<file path="src/rtl/ascon_inv_sbox_layer.sv">
`default_nettype none
// ============================================================================
// Module      : ascon_inv_sbox_layer
// Description : Inverse ASCON 5-bit S-box layer over the 320-bit state,
//               LANES bit-columns per cycle (64/LANES cycles per state),
//               valid/ready on both sides. Optional self-check enabled by
//               macro ASCON_INV_SBOX_SELFCHECK_EN.
// Revision    : 1.0 - initial release
// ============================================================================
module ascon_inv_sbox_layer #(
    parameter int LANES = 8
) (
    input  logic         clk,
    input  logic         rst,
    input  logic         in_valid,
    output logic         in_ready,
    input  logic [319:0] state_in,
    output logic         out_valid,
    input  logic         out_ready,
    output logic [319:0] state_out,
    output logic         chk_err
);

    localparam int K  = 64 / LANES;
    localparam int CW = (K > 1) ? $clog2(K) : 1;

    // Inverse S-box table, entry y at bits [5*y +: 5]
    localparam logic [159:0] c_INV_LUT = {
        5'd2,  5'd16, 5'd12, 5'd15, 5'd8,  5'd4,  5'd27, 5'd23,
        5'd31, 5'd28, 5'd5,  5'd3,  5'd17, 5'd11, 5'd22, 5'd24,
        5'd30, 5'd19, 5'd21, 5'd25, 5'd1,  5'd29, 5'd6,  5'd10,
        5'd18, 5'd14, 5'd9,  5'd0,  5'd13, 5'd7,  5'd26, 5'd20
    };

    typedef enum logic [1:0] {
        S_IDLE = 2'd0,
        S_BUSY = 2'd1,
        S_DONE = 2'd2
    } state_t;

    state_t          r_state;
    state_t          w_state_nxt;
    logic [CW-1:0]   r_cnt;
    logic [319:0]    r_work;
    logic [319:0]    w_work_nxt;
    logic [5*LANES-1:0] w_pre_flat;  // column j at [5*j +: 5], x0 as MSB
    logic [5*LANES-1:0] w_sub_flat;  // substituted columns, same packing
    logic [5*LANES-1:0] w_lo_sub;    // word k low bits at [k*LANES +: LANES]
    logic            w_last;

    assign w_last = (r_cnt == CW'(K - 1));

    // Gather the low LANES columns and substitute them
    generate
        for (genvar j = 0; j < LANES; j++) begin : g_col
            assign w_pre_flat[5*j +: 5] = {r_work[256+j], r_work[192+j],
                                           r_work[128+j], r_work[64+j], r_work[j]};
            assign w_sub_flat[5*j +: 5] = c_INV_LUT[5*w_pre_flat[5*j +: 5] +: 5];
        end
    endgenerate

    // Scatter substituted columns back and rotate each word right by LANES,
    // so after K cycles every column has been processed and alignment restored
    generate
        for (genvar k = 0; k < 5; k++) begin : g_word
            localparam int B = 64 * (4 - k);
            for (genvar j = 0; j < LANES; j++) begin : g_bit
                assign w_lo_sub[k*LANES + j] = w_sub_flat[5*j + (4 - k)];
            end
            if (LANES == 64) begin : g_full
                assign w_work_nxt[B +: 64] = w_lo_sub[k*LANES +: LANES];
            end else begin : g_rot
                assign w_work_nxt[B +: 64] = {w_lo_sub[k*LANES +: LANES],
                                              r_work[B+LANES +: 64-LANES]};
            end
        end
    endgenerate

    // Next-state logic and handshake outputs
    always_comb begin
        w_state_nxt = r_state;
        in_ready    = 1'b0;
        out_valid   = 1'b0;
        case (r_state)
            S_IDLE: begin
                in_ready = 1'b1;
                if (in_valid) w_state_nxt = S_BUSY;
            end
            S_BUSY: begin
                if (w_last) w_state_nxt = S_DONE;
            end
            S_DONE: begin
                out_valid = 1'b1;
                if (out_ready) w_state_nxt = S_IDLE;
            end
            default: w_state_nxt = S_IDLE;
        endcase
    end

    assign state_out = (r_state == S_DONE) ? r_work : 320'd0;

    // State register, work register and cycle counter
    always_ff @(posedge clk) begin
        if (rst) begin
            r_state <= S_IDLE;
            r_cnt   <= '0;
            r_work  <= '0;
        end else begin
            r_state <= w_state_nxt;
            case (r_state)
                S_IDLE: begin
                    if (in_valid) begin
                        r_work <= state_in;
                        r_cnt  <= '0;
                    end
                end
                S_BUSY: begin
                    r_work <= w_work_nxt;
                    r_cnt  <= w_last ? '0 : r_cnt + 1'b1;
                end
                default: ;
            endcase
        end
    end

`ifdef ASCON_INV_SBOX_SELFCHECK_EN
    // Forward S-box table, entry y at bits [5*y +: 5]
    localparam logic [159:0] c_FWD_LUT = {
        5'd23, 5'd15, 5'd10, 5'd22, 5'd25, 5'd1,  5'd12, 5'd16,
        5'd24, 5'd17, 5'd13, 5'd0,  5'd14, 5'd7,  5'd19, 5'd30,
        5'd28, 5'd6,  5'd3,  5'd29, 5'd18, 5'd8,  5'd5,  5'd27,
        5'd2,  5'd9,  5'd21, 5'd26, 5'd20, 5'd31, 5'd11, 5'd4
    };

    logic [LANES-1:0] w_mis;
    logic             r_chk_err;

    generate
        for (genvar j = 0; j < LANES; j++) begin : g_chk
            assign w_mis[j] = (c_FWD_LUT[5*w_sub_flat[5*j +: 5] +: 5] != w_pre_flat[5*j +: 5]);
        end
    endgenerate

    // Sticky error: forward map of each substituted column must give back its input
    always_ff @(posedge clk) begin
        if (rst)                                r_chk_err <= 1'b0;
        else if ((r_state == S_BUSY) && |w_mis) r_chk_err <= 1'b1;
    end

    assign chk_err = r_chk_err;
`else
    assign chk_err = 1'b0;
`endif

endmodule
`default_nettype wire

</file>
<file path="config.mk">
export PLATFORM = sky130hd
export DESIGN_NAME = ascon_inv_sbox_layer
export DESIGN_NICKNAME = d
export VERILOG_FILES = /design/src/rtl/ascon_inv_sbox_layer.sv
export SDC_FILE = /design/constraint.sdc
export NUM_CORES = 1
export LEC_CHECK = 0
export ABC_AREA = 1
export CORE_AREA = 2 2 252 254
export DETAILED_ROUTE_END_ITERATION = 8
export DIE_AREA = 0 0 254 256
export PLACE_DENSITY = 0.7
export SLEW_MARGIN = 20
export SYNTH_ARGS = -nofsm -noshare
export SYNTH_HDL_FRONTEND = slang
export SYNTH_SLANG_ARGS = --single-unit
</file>
<file path="constraint.sdc">
create_clock -name clk -period 2.75 [get_ports clk]
set_input_delay 0.55 -clock clk [delete_from_list [all_inputs] [get_ports clk]]
set_output_delay 0.55 -clock clk [all_outputs]
set_load 0.1 [all_outputs]
</file>
Word-level counts from Yosys, hierarchy flattened
Index checks and enable logic that the tools add are counted.

Logic and storage cells: 42. Register bits: 325. Bits of input ports: 324. Output and inout port bits: 323.

$add $sub $neg: 1. Multiplexer cells: 12. Multiply operators: 8. Equality and inequality tests: 6. Reduce and logical (&&, ||, !) cells: 4. Shift operators: 8.

Operator list (number): variable part select 160 x 9 -> 5 bit, first input constant (8); two-way mux 320 bit (2); one-hot mux 320 bit (2 select lines) (1); multiplier 3 x 5 -> 8 bit, first input constant (8); two-way mux 2 bit (3); two-way mux 3 bit (2); inequality test 2 bit, second input constant (3); one-hot mux 2 bit (3 select lines) (1); one-hot mux 3 bit (2 select lines) (1); adder 3 x 1 -> 3 bit, second input constant (1); equality test 3 bit, second input constant (1); AND reduction 3 bit (1); equality test 2 x 1 -> 1 bit, second input constant (1); equality test 2 bit, second input constant (1); zero test 2 bit (1); two-way mux 1 bit (2); AND reduction 2 bit (1); nonzero test 2 bit (1).

Longest topological paths before layout
Depth after elaboration: 3. Mapped depth: 10. Depth with buffers taken out: 10.

Worst setup path before layout
No wires, ideal clock.

Path kind: reg-to-output. From: register r_state[0]. To: output port state_out[100]. Required time: 2.200 ns. Path buffers: 3. Stages on the path, launching flop included: 7. Setup slack: -1.362 ns. Data arrival time: 3.562 ns. Cells stage by stage: dfxtp_1 buf_4 nor2_1 inv_2 buf_2 buf_2 nor2_1.

Longest elaborated chain between the ends: 2.

RTL lines: from (decl) (line 41) `state_t r_state;`; from (signal assigned) (line 109) `r_state <= w_state_nxt;`; equality test 2 bit (line 100) `assign state_out = (r_state == S_DONE) ? r_work : 320'd0;`; two-way mux 320 bit (line 100); to (decl) (line 20) `output logic [319:0] state_out,`.

No other way between the ends.

Worst setup path after layout
From: register r_state[1]. To: output port state_out[166].

The elaborated chain is that of the path after synthesis.

==> reports/metrics.csv <==
stage,metric,value,unit
logic_synthesis,largest family of logic cells by synthesized area,compound AO/OA/AOI/OAI gates,
logic_synthesis,Post-Synth Adder-Cell Area,3.785,%
logic_synthesis,synthesized area per cell,6.216,um2
logic_synthesis,register area share after synthesis,33.94,%
die,I/O pins,647,
clocking,latest clock arrival within the worst-skew pair,570,ps
clocking,CTS Buf Count,41,
pwr,peak supply drop,406.9,uV
clocking,maximum buffer depth of the clock tree,3,
run_status,outcome,completed,
die,starting density of the core,30.73,%
routing,Pre-antenna DRT Iters,5,
logic_synthesis,"top cells by area, synth","dfxtp_1, nand2_1, o21ai_0",
logic_synthesis,asr flop ratio synth,0,%
flow_run,max cap viols,0,
worst_hold_path,worst hold path class,register to register,
logic_synthesis,top cell type's share of synthesized area,33.94,%
pwr,Pleak,12.65,nW
logic_synthesis,top_reg_cell synth,dfxtp_1,
logic_synthesis,"Distinct cells, synth",24,
routing,routed vias,21900,
logic_synthesis,syn_nets,3466,
die,die width,254,um
global_route,global route overflow,0,
sta,Final WS setup,41.27,ps
routing,Routed Antenna Nets,0,
logic_synthesis,Synth Area in Simple Gates,24.15,%
global_route,initial antenna violation count,8,
routing,DR DRC count,0,
logic_synthesis,post-synthesis compound-gate area fraction,24.51,%
place,Place WS,302.5,ps
critical_path,crit path kind,register to output pin,
place,DP HPWL,59880,um
global_route,first-pass GRT wire length,123400,um
clocking,H-tree levels,2,
routing,vias per cell,4.899,
logic_synthesis,synth cell count leaders,"nand2_1, nor2_1, o21ai_0, inv_1, a21oi_1",
logic_synthesis,Synth Area in XOR/XNOR,0,%
critical_path,Critical Path Start Type,register,
sta,worst slew pin tran,940.2,ps
pwr,cell area power density,455.6,mW/mm2
cells_and_area,Final Core Density,50.43,%
logic_synthesis,cell taking the most area after synthesis,dfxtp_1,
routing,Post-Route WL,83310,um
critical_path,kind of end point of the critical path,output pin,
sta,fin. max-slew vios,0,
cells_and_area,Fillers,5956,
clocking,"Hold-fix buffers, CTS",0,
die,Die Ht,256,um
global_route,vias in the first global route,20690,
place,Placer Congestion,0.8933,
place,I/O Buffers,645,
sta,RSZ-0062 raised after global routing,true,
clocking,Sink Count,325,
clocking,CTS tree,yes,
critical_path,Crit Path Max Fanout,45,
die,Core Area,0.06239,mm2
logic_synthesis,Synth Cell Area,0.01917,mm2
sta,Tcrit/Tclk final,98.50,%
routing,1st-iter DRT viols,1479,
logic_synthesis,mux contribution to synthesized area,0,%
logic_synthesis,yosys warns,0,
cells_and_area,register area,0.006510,mm2
sta,Final Hold Fails,0,
die,# rows,92,
logic_synthesis,Synth Register Bits,325,
critical_path,WP data required,2200,ps
die,die area,0.06502,mm2
logic_synthesis,Synth Instances,3084,
global_route,pin count of the biggest net entering global routing,151,
sta,fmax,0.3692,GHz
sta,slew margin rel.,37.32,%
logic_synthesis,most numerous cell in the Yosys netlist,nand2_1,
sta,final setup fails,0,
clocking,clk root buf,clkbuf_16,
clocking,"Reg clk slew, reported paths",50,ps
routing,Avg WL per Cell,18.63,um
cells_and_area,Multi-input gate area,0.01071,mm2
cells_and_area,# nets final,3972,
sta,min Tclk post-route,2709,ps
sta,Clock Skew,18.25,ps
cells_and_area,area delta synth->final,64.12,%
global_route,GRT Resource Usage Total,24.46,%
critical_path,WP data arrival,2160,ps
logic_synthesis,Post-synth EDFFs,0,
cells_and_area,layout cells sized above 1,19.25,%
==> state kept, by name (all words and copies together), names as in the netlist <==
register	flops
r_cnt	3
r_state	2
r_work	320
==> final timing paths <==
check	start	end	slack [ps]	cells after the start
min	r_cnt[0]$_SDFFE_PP0P_	r_cnt[0]$_SDFFE_PP0P_	460	1
max reg2reg	r_state[0]$_SDFFE_PP0P_	r_work[158]$_SDFFE_PP0P_	670	6
max	r_state[1]$_SDFFE_PP0P_	state_out[166]	40	6
min reg2reg	r_cnt[0]$_SDFFE_PP0P_	r_cnt[0]$_SDFFE_PP0P_	460	1
==> cells by family (layout without fill, tap and decap cells) <==
group	count (synthesis)	in the layout
simple gates	1165	1165
compound gates	934	934
buf+inv	601	1138
flops	325	325
fa+ha+maj	58	58
other cells	1	5
==> repair_timing <==
action | CTS | global route
setup endpoints to repair | 181 | 220
resized for setup | 13 | 197
buffers inserted | 1 | 0
hold endpoints to repair | 0 | 0
gates cloned | 1 | 2
==> report_power, final <==
part	leakage (nW)	internal, mW	switching, mW
logic	9.26	1.25	1.99
registers	2.71	5.19	0.320
clock network	0.681	3.38	2.21
total	12.7	9.82	4.52
==> cells in the final DEF (no fill, tap or decap), drive strengths merged <==
cell type and instances:
nand2 583, conb 1, clkinv 6, a21oi 347
dfxtp 325, o21ai 578, or2 16, ha 58
clkdlybuf4s50 322, nand3 168, buf 383, inv 358
clkbuf 67, nor2 398, diode 4, o22ai 8
bufinv 2, a211oi 1
==> metrics by stage <==
stage	power [mW]	instance area (um2)	hold WS, ps	std cells	TNS (ps)
floorplan	7.509	19310	428.9	3084	-147750
global placement	8.744	29470	448.1	4389	0
detailed placement	8.774	29470	448.6	4389	0
CTS	14.43	30900	461.6	4465	-653.4
global route	15.09	31460	482.6	4471	-2645
finish	14.33	31460	462.9	4471	0
==> metal layers <==
metal | track usage [%] | vias to the layer above | part of all wire (%)
li1 | - | 10920 | -
met1 | 30.61 | 10050 | 42
met2 | 40.01 | 759 | 47
met3 | 5.227 | 174 | 6.6
met4 | 11.19 | 6 | 4.7
met5 | 0 | - | 0.047
==> critical path, stage by stage, from the launching register on <==
cell and delay [ps]:
dfxtp_1 350, clkinv_2 140, nor2_4 250, inv_16 150
buf_12 220, nor2_1 220, buf_12 210
==> cell type report <==
type	instances	area share [%]
inverters	357	4.414
diodes	4	0.03181
clock inverters	8	0.3102
multi-input cells	2158	34.05
flip-flops and latches	325	20.69
repair inverters	1	0.03579
clock buffers	66	4.080
well taps	846	3.364
repair buffers	706	33.02
(Power assumes the default switching activity.)
